--- config.mk ---
export PLATFORM = sky130hd
export DESIGN_NAME = inst_fetch_ctrl_flat
export DESIGN_NICKNAME = d
export VERILOG_FILES = /design/src/rtl/inst_fetch_ctrl_pkg.sv /design/src/rtl/inst_fetch_ctrl_if.sv /design/src/rtl/inst_fetch_ctrl_if_rdata_buffer.sv /design/src/rtl/inst_fetch_ctrl.sv /design/src/flat_wrapper.sv
export SDC_FILE = /design/constraint.sdc
export NUM_CORES = 1
export LEC_CHECK = 0
export ABC_AREA = 1
export CAP_MARGIN = 30
export CORE_MARGIN = 3
export CORE_UTILIZATION = 35
export CTS_BUF_LIST = sky130_fd_sc_hd__clkbuf_8
export DETAILED_ROUTE_END_ITERATION = 6
export GPL_ROUTABILITY_DRIVEN = 1
export GPL_TIMING_DRIVEN = 0
export HOLD_SLACK_MARGIN = 0.08
export PLACE_DENSITY = 0.69
export SLEW_MARGIN = 20
export SYNTH_ARGS = -nofsm -noshare
export SYNTH_HDL_FRONTEND = slang
export SYNTH_HIERARCHICAL = 1
export SYNTH_SLANG_ARGS = --single-unit
--- constraint.sdc ---
create_clock -name clk -period 3.4 [get_ports clk]
set_input_delay 0.85 -clock clk [delete_from_list [all_inputs] [get_ports clk]]
set_output_delay 0.85 -clock clk [all_outputs]
set_load 0.02 [all_outputs]
--- src/rtl/inst_fetch_ctrl_pkg.sv ---
// Shared fetch-bus widths and types for the instruction-fetch controller slice.
package inst_fetch_ctrl_pkg;

  localparam int unsigned PcWidth          = 32;
  localparam int unsigned InstWidth        = 32;
  localparam int unsigned FetchOutCntWidth = 2;

  typedef logic [FetchOutCntWidth-1:0] fetch_cnt_t;
  typedef logic [FetchOutCntWidth:0]   fetch_cnt_ext_t;

  typedef enum logic {
    REQ_IDLE,
    REQ_HOLD
  } req_state_e;

endpackage

--- src/rtl/inst_fetch_ctrl_if.sv ---
// Instruction-SRAM request/response handshake bundle.
interface inst_fetch_ctrl_if
  import inst_fetch_ctrl_pkg::*;
#(
  parameter int unsigned PC_W   = PcWidth,
  parameter int unsigned INST_W = InstWidth
);

  logic              inst_sram_req_o;
  logic [PC_W-1:0]   inst_sram_addr_o;
  logic              inst_sram_addr_ok_i;
  logic              inst_sram_data_ok_i;
  logic [INST_W-1:0] inst_sram_rdata_i;

  modport master (
    output inst_sram_req_o,
    output inst_sram_addr_o,
    input  inst_sram_addr_ok_i,
    input  inst_sram_data_ok_i,
    input  inst_sram_rdata_i
  );

  modport slave (
    input  inst_sram_req_o,
    input  inst_sram_addr_o,
    output inst_sram_addr_ok_i,
    output inst_sram_data_ok_i,
    output inst_sram_rdata_i
  );

endinterface

--- src/rtl/inst_fetch_ctrl_if_rdata_buffer.sv ---
// One-entry holding register for an instruction returned while ID stalls IF.
module if_rdata_buffer
  import inst_fetch_ctrl_pkg::*;
#(
  parameter int unsigned INST_W = InstWidth
) (
  input  logic              clk,
  input  logic              rst_n,
  input  logic              capture_i,
  input  logic              release_i,
  input  logic              flush_i,
  input  logic [INST_W-1:0] rdata_i,
  output logic              ok_o,
  output logic [INST_W-1:0] rdata_o
);

  always_ff @(posedge clk or negedge rst_n) begin
    if (!rst_n) begin
      ok_o    <= 1'b0;
      rdata_o <= '0;
    end else if (flush_i) begin
      ok_o <= 1'b0;
    end else if (capture_i) begin
      ok_o    <= 1'b1;
      rdata_o <= rdata_i;
    end else if (release_i) begin
      ok_o <= 1'b0;
    end
  end

endmodule

--- src/rtl/inst_fetch_ctrl.sv ---
// Instruction-SRAM fetch sequencer: request hold, outstanding tracking,
// flush cancellation of stale responses and the IF-side return buffer.
module inst_fetch_ctrl
  import inst_fetch_ctrl_pkg::*;
#(
  parameter int unsigned MAX_OUT = 2,
  parameter int unsigned PC_W    = PcWidth,
  parameter int unsigned INST_W  = InstWidth
) (
  input  logic                        clk,
  input  logic                        rst_n,
  input  logic                        preif_valid_i,
  input  logic                        preif_excep_i,
  input  logic [PC_W-1:0]             preif_pc_i,
  output logic                        preif_go_o,
  inst_fetch_ctrl_if.master           sram,
  input  logic                        id_allowin_i,
  input  logic                        excep_flush_i,
  output logic                        if_data_ok_o,
  output logic [INST_W-1:0]           if_rdata_o,
  output logic                        buf_ok_o,
  output logic [INST_W-1:0]           buf_rdata_o,
  output logic [FetchOutCntWidth-1:0] outstanding_o
);

  localparam fetch_cnt_ext_t MaxOut = fetch_cnt_ext_t'(MAX_OUT);
  localparam fetch_cnt_t     CntOne = fetch_cnt_t'(1);

  req_state_e      state;
  logic [PC_W-1:0] held_pc;
  logic            hold_cancelled;
  fetch_cnt_t      out_cnt;
  fetch_cnt_t      cancel_cnt;

  logic            hold;
  logic            issue;
  logic            req;
  logic            addr_ok;
  logic            data_ok;
  logic            addr_hs;
  logic            capture;
  fetch_cnt_t      out_nxt;
  fetch_cnt_t      cancel_on_flush;

  always_comb begin
    hold    = (state == REQ_HOLD);
    addr_ok = sram.inst_sram_addr_ok_i;
    data_ok = sram.inst_sram_data_ok_i;
    issue   = preif_valid_i & ~preif_excep_i & (fetch_cnt_ext_t'(out_cnt) < MaxOut)
            & ~buf_ok_o & ~excep_flush_i;
    // A request once raised is never retracted: while held, the latched PC
    // overrides whatever pre-IF currently presents, flush included.
    req     = hold | issue;
    addr_hs = req & addr_ok;

    sram.inst_sram_req_o  = req;
    sram.inst_sram_addr_o = hold ? held_pc : (issue ? preif_pc_i : '0);

    preif_go_o = ~excep_flush_i
               & ((addr_hs & ~hold_cancelled)
                | (preif_valid_i & preif_excep_i & (out_cnt == '0)));

    if_data_ok_o = data_ok & (cancel_cnt == '0) & ~excep_flush_i;
    if_rdata_o   = sram.inst_sram_rdata_i;
    capture      = if_data_ok_o & ~id_allowin_i;

    out_nxt = out_cnt + fetch_cnt_t'(addr_hs) - fetch_cnt_t'(data_ok);
    // Every response still owed after this edge is stale, plus the held
    // request that SRAM has not yet taken.
    cancel_on_flush = out_nxt + fetch_cnt_t'(hold & ~addr_ok);

    outstanding_o = out_cnt;
  end

  always_ff @(posedge clk or negedge rst_n) begin
    if (!rst_n) begin
      state          <= REQ_IDLE;
      held_pc        <= '0;
      hold_cancelled <= 1'b0;
      out_cnt        <= '0;
      cancel_cnt     <= '0;
    end else begin
      out_cnt <= out_nxt;

      if (excep_flush_i)
        cancel_cnt <= cancel_on_flush;
      else if (data_ok && cancel_cnt != '0)
        cancel_cnt <= cancel_cnt - CntOne;

      case (state)
        REQ_IDLE: begin
          if (req && !addr_ok) begin
            state          <= REQ_HOLD;
            held_pc        <= preif_pc_i;
            hold_cancelled <= 1'b0;
          end
        end
        REQ_HOLD: begin
          if (addr_ok) begin
            state          <= REQ_IDLE;
            hold_cancelled <= 1'b0;
          end else if (excep_flush_i) begin
            hold_cancelled <= 1'b1;
          end
        end
        default: state <= REQ_IDLE;
      endcase
    end
  end

  if_rdata_buffer #(
    .INST_W (INST_W)
  ) u_rdata_buffer (
    .clk       (clk),
    .rst_n     (rst_n),
    .capture_i (capture),
    .release_i (id_allowin_i),
    .flush_i   (excep_flush_i),
    .rdata_i   (sram.inst_sram_rdata_i),
    .ok_o      (buf_ok_o),
    .rdata_o   (buf_rdata_o)
  );

  a_out_cnt_underflow: assert property (@(posedge clk) disable iff (!rst_n)
    data_ok |-> (out_cnt != '0));
  a_out_cnt_overflow: assert property (@(posedge clk) disable iff (!rst_n)
    (addr_hs && !data_ok) |-> (fetch_cnt_ext_t'(out_cnt) < MaxOut));
  a_buf_overrun: assert property (@(posedge clk) disable iff (!rst_n)
    !(buf_ok_o && if_data_ok_o));

endmodule
--- src/flat_wrapper.sv ---
// flat-port wrapper written by rule: the top's interface ports become plain ports
module inst_fetch_ctrl_flat import inst_fetch_ctrl_pkg::*;
#(
  parameter int unsigned MAX_OUT = 2,
  parameter int unsigned PC_W    = PcWidth,
  parameter int unsigned INST_W  = InstWidth
)
  (clk, rst_n, preif_valid_i, preif_excep_i, preif_pc_i, preif_go_o, id_allowin_i, excep_flush_i, if_data_ok_o, if_rdata_o, buf_ok_o, buf_rdata_o, outstanding_o, sram_inst_sram_req_o, sram_inst_sram_addr_o, sram_inst_sram_addr_ok_i, sram_inst_sram_data_ok_i, sram_inst_sram_rdata_i);
  inst_fetch_ctrl_if #(.PC_W(PC_W), .INST_W(INST_W)) sram_i ();
  input  logic clk;
  input  logic rst_n;
  input  logic preif_valid_i;
  input  logic preif_excep_i;
  input  logic [PC_W-1:0] preif_pc_i;
  output logic preif_go_o;
  input  logic id_allowin_i;
  input  logic excep_flush_i;
  output logic if_data_ok_o;
  output logic [INST_W-1:0] if_rdata_o;
  output logic buf_ok_o;
  output logic [INST_W-1:0] buf_rdata_o;
  output logic [FetchOutCntWidth-1:0] outstanding_o;
  output wire logic [$bits(sram_i.inst_sram_req_o)-1:0] sram_inst_sram_req_o;
  output wire logic [$bits(sram_i.inst_sram_addr_o)-1:0] sram_inst_sram_addr_o;
  input wire logic [$bits(sram_i.inst_sram_addr_ok_i)-1:0] sram_inst_sram_addr_ok_i;
  input wire logic [$bits(sram_i.inst_sram_data_ok_i)-1:0] sram_inst_sram_data_ok_i;
  input wire logic [$bits(sram_i.inst_sram_rdata_i)-1:0] sram_inst_sram_rdata_i;
  assign sram_inst_sram_req_o = sram_i.inst_sram_req_o;
  assign sram_inst_sram_addr_o = sram_i.inst_sram_addr_o;
  assign sram_i.inst_sram_addr_ok_i = sram_inst_sram_addr_ok_i;
  assign sram_i.inst_sram_data_ok_i = sram_inst_sram_data_ok_i;
  assign sram_i.inst_sram_rdata_i = sram_inst_sram_rdata_i;
  inst_fetch_ctrl #(.MAX_OUT(MAX_OUT), .PC_W(PC_W), .INST_W(INST_W)) u_core (.clk(clk), .rst_n(rst_n), .preif_valid_i(preif_valid_i), .preif_excep_i(preif_excep_i), .preif_pc_i(preif_pc_i), .preif_go_o(preif_go_o), .sram(sram_i), .id_allowin_i(id_allowin_i), .excep_flush_i(excep_flush_i), .if_data_ok_o(if_data_ok_o), .if_rdata_o(if_rdata_o), .buf_ok_o(buf_ok_o), .buf_rdata_o(buf_rdata_o), .outstanding_o(outstanding_o));
endmodule
==> results.py <==
metrics = {
    "drt": {
        "ant_nets": 0,
        "dr.pass1.iters": 4,
        "wl_per_cell_um": 13.4,
        "drc": 0,
        "wl_mm": 10.2,
        "wl_met2_mm": 4.50,
        "route.met3.wl_mm": 1.20,
        "vias_per_cell": 4.49,
        "met1_length_mm": 4.39,
        "top_layer": "met4",
        "via_count": 3434,
        "drt_iter0_drc": 142,
    },
    "floorplanning": {
        "die_w_um": 108,
        "rows": 36,
        "io_pins": 174,
        "core_region_area_sq_um": 10000,
        "start_util_pct": 36.7,
        "die_h_um": 108,
        "die_area_sq_um": 11800,
    },
    "clock_network": {
        "root_buffer": "clkbuf_8",
        "cts.path.max_buffers": 2,
        "htreeDepth": 3,
        "cts_tree": "done",
        "clock_latency_ns": 0.33,
        "postCtsHoldBufs": 0,
        "cts_sinks": 71,
        "cts.clk_slew.worst_paths_ns": 0.07,
        "cts_buffers": 9,
        "ctsResizeCount": 34,
        "cts_setup_buffers": 0,
    },
    "worst_setup_path": {
        "reg2reg_from": "u_core/outstanding_o[1]",
        "arrival_ns": 2.43,
        "cp_common_cell": "nand2_1",
        "crit_chain": "clkdlybuf4s50_1 -> inv_1 -> nor2_4 -> nand3_4 -> nor2_8 -> buf_6 -> nand2_1 -> nand2_1 -> dlygate4sd2_1",
        "crit_path_end_kind": "primary output",
        "startpoint": "preif_valid_i",
        "start_kind": "primary input",
        "crit_type": "primary input to primary output",
        "crit_slowest_cell": "clkdlybuf4s50_1",
        "cp_max_fo": 10,
        "slowest_delay_ns": 0.48,
        "required_ns": 2.55,
    },
    "min_path": {
        "min_path_type": "register to register",
        "min-delay-start": "u_core/u_rdata_buffer/rdata_o[14]",
    },
    "yosys": {
        "synthTopCellsByCount": "185 x nand2_1, 71 x dfrtp_1, 41 x buf_4",
        "synth_top_area_share_pct": 48.3,
        "synth-edff-count": 0,
        "synth-seq-cells": 71,
        "synth.most_common_cell": "nand2_1",
        "synth.yosys.seq_area_share_pct": 48.3,
        "syn-instance-count": 442,
        "syn_nets": 518,
        "syn_area_sq_um": 3670,
        "synthArstFlopShare_pct": 100,
        "synth_cell_types": 27,
        "avgSynthCellArea_sq_um": 8.31,
        "synth_area_leaders": "dfrtp_1 48%, nand2_1 19%, buf_4 8.4%",
        "yosysTopAreaCell": "dfrtp_1",
        "ys_warn_count": 6,
        "synth_top_flop_cell": "dfrtp_1",
    },
    "timing": {
        "clock_skew_ns": 0.00760,
        "slew_headroom_pct": 66.1,
        "period_needed_ns": 3.28,
        "setup_ws_ns": 0.118,
        "report.final.setup_viol": 0,
        "finalMaxSlewViolations": 0,
        "tightest_slew_ns": 0.509,
        "max_freq_mhz": 305,
        "hold_viol": 0,
        "fin_crit_sh_pct": 96.5,
        "rsz0062_at_grt": "false",
    },
    "grt": {
        "grt_max_degree": 39,
        "grt_overflow": 0,
        "grt_pass1_vias": 3552,
        "antenna_found_initial": 0,
        "grt_pass1_wl_mm": 16.9,
        "grt_usage_pct": 17.9,
    },
    "placed_design": {
        "dp_hpwl_mm": 7.96,
        "globalplace.congestion": 0.797,
        "io_buffer_count": 172,
        "pre_cts_ws_ns": -0.291,
        "dp.cells": 748,
    },
    "power_and_ir_drop": {
        "ir_drop_mv": 0.283,
        "p_leak_nw": 2.93,
        "powerDensity_nw_per_um2": 647,
    },
    "layout": {
        "drive_gt1_share_pct": 16.8,
        "areaGrowthSynthToFinish_pct": 56.5,
        "stdcell_count": 764,
        "nets": 702,
        "antenna_cells": 0,
    },
    "status": {
        "status": "finished, final reports clean",
    },
    "job": {
        "max_cap_viol_count": 0,
    },
}
==> path summary, 6_finish.rpt <==
kind	to	slack, ns	depth (start not counted)
min in group asynchronous	u_core/held_pc[6]	0.48	1
worst min register to register	u_core/u_rdata_buffer/rdata_o[14]	0.47	2
max in group asynchronous	u_core/u_rdata_buffer/rdata_o[1]	2.36	2
worst min-delay path	u_core/u_rdata_buffer/rdata_o[14]	0.47	2
worst max-delay path	sram_inst_sram_addr_o[0]	0.12	9
worst max register to register	u_core/cancel_cnt[1]	1.24	11
==> metal layers <==
metal	GRT usage, %	up-vias
met5	0	-
met4	5.23	0
met3	7.64	9
met2	28.1	147
met1	22.4	1555
li1	-	1723
==> kinds of logic after synthesis <==
kind of cell	Yosys count	synth area share, %
DFF	71	48.3
buffers and inverters	72	13.6
and+or+nand+nor	255	30.7
AOI/OAI and AO/OA	39	5.82
xor gates and xnor gates	1	0.238
adders and majority gates	4	1.36
==> per-stage QoR <==
stage / hold slack, ns / total power [mW] / cell area, sq um / utilization [%] / TNS [ns]
2_1_floorplan: 0.453 / 2.31 / 3670 / - / 0
3_3_place_gp: 0.453 / 3.03 / 5560 / 55.6 / -73.05
3_5_place_dp: 0.457 / 3.08 / 5580 / 55.8 / -8.07
4_1_cts: 0.475 / 3.77 / 5750 / 57.5 / 0
5_1_grt: 0.506 / 4.00 / 5750 / 57.5 / 0
6_report: 0.471 / 3.72 / 5750 / 57.5 / 0
==> cells in the final DEF (no fill, tap or decap), types with 2 or more instances in the layout <==
cell type / Yosys / routed
ha_1: 4 / 4
clkdlybuf4s15_1: 0 / 8
buf_12: 2 / 3
nor2_1: 3 / 3
inv_1: 13 / 14
o21ai_0: 4 / 4
dfrtp_1: 71 / 71
o21ai_2: 5 / 5
buf_6: 5 / 5
buf_4: 41 / 42
o21ai_1: 26 / 26
clkbuf_1: 5 / 5
clkinv_2: 0 / 2
nand2_1: 185 / 185
dlygate4sd2_1: 0 / 24
clkdlybuf4s50_1: 0 / 137
inv_2: 3 / 3
nand3_1: 36 / 36
buf_2: 3 / 3
nand2_2: 22 / 22
a21oi_1: 4 / 4
clkbuf_8: 0 / 12
clkbuf_2: 0 / 2
==> sequential cells by signal, summed over array words and instances (netlist names) <==
name / cells
u_core/held_pc: 32
u_core/u_rdata_buffer/rdata_o: 32
u_core/cancel_cnt: 2
u_core/outstanding_o: 2
u_core/hold: 1
u_core/hold_cancelled: 1
u_core/u_rdata_buffer/ok_o: 1
==> where the power goes <==
part	total, mW	internal [mW]	leakage, nW	switching (mW)
combinational	1.56	0.742	1.91	0.813
sequential	1.47	1.24	0.904	0.232
clock	0.700	0.394	0.114	0.306
==> critical path: cells and delay by family <==
kind,cells,cell delay (ns)
buffers and inverters,4,1.03
AND/OR/NAND/NOR,5,0.54
==> area by class of cell <==
class	count	area, sq um
Fill cell	930	4250
Sequential cell	71	1780
Timing Repair Buffer	173	1700
Multi-Input combinational cell	299	1400
Buffer	56	438
Tap cell	133	166
Clock buffer	12	165
Inverter	16	60.1
Clock inverter	4	43.8
Note: power is estimated with default switching activity, not from simulation.
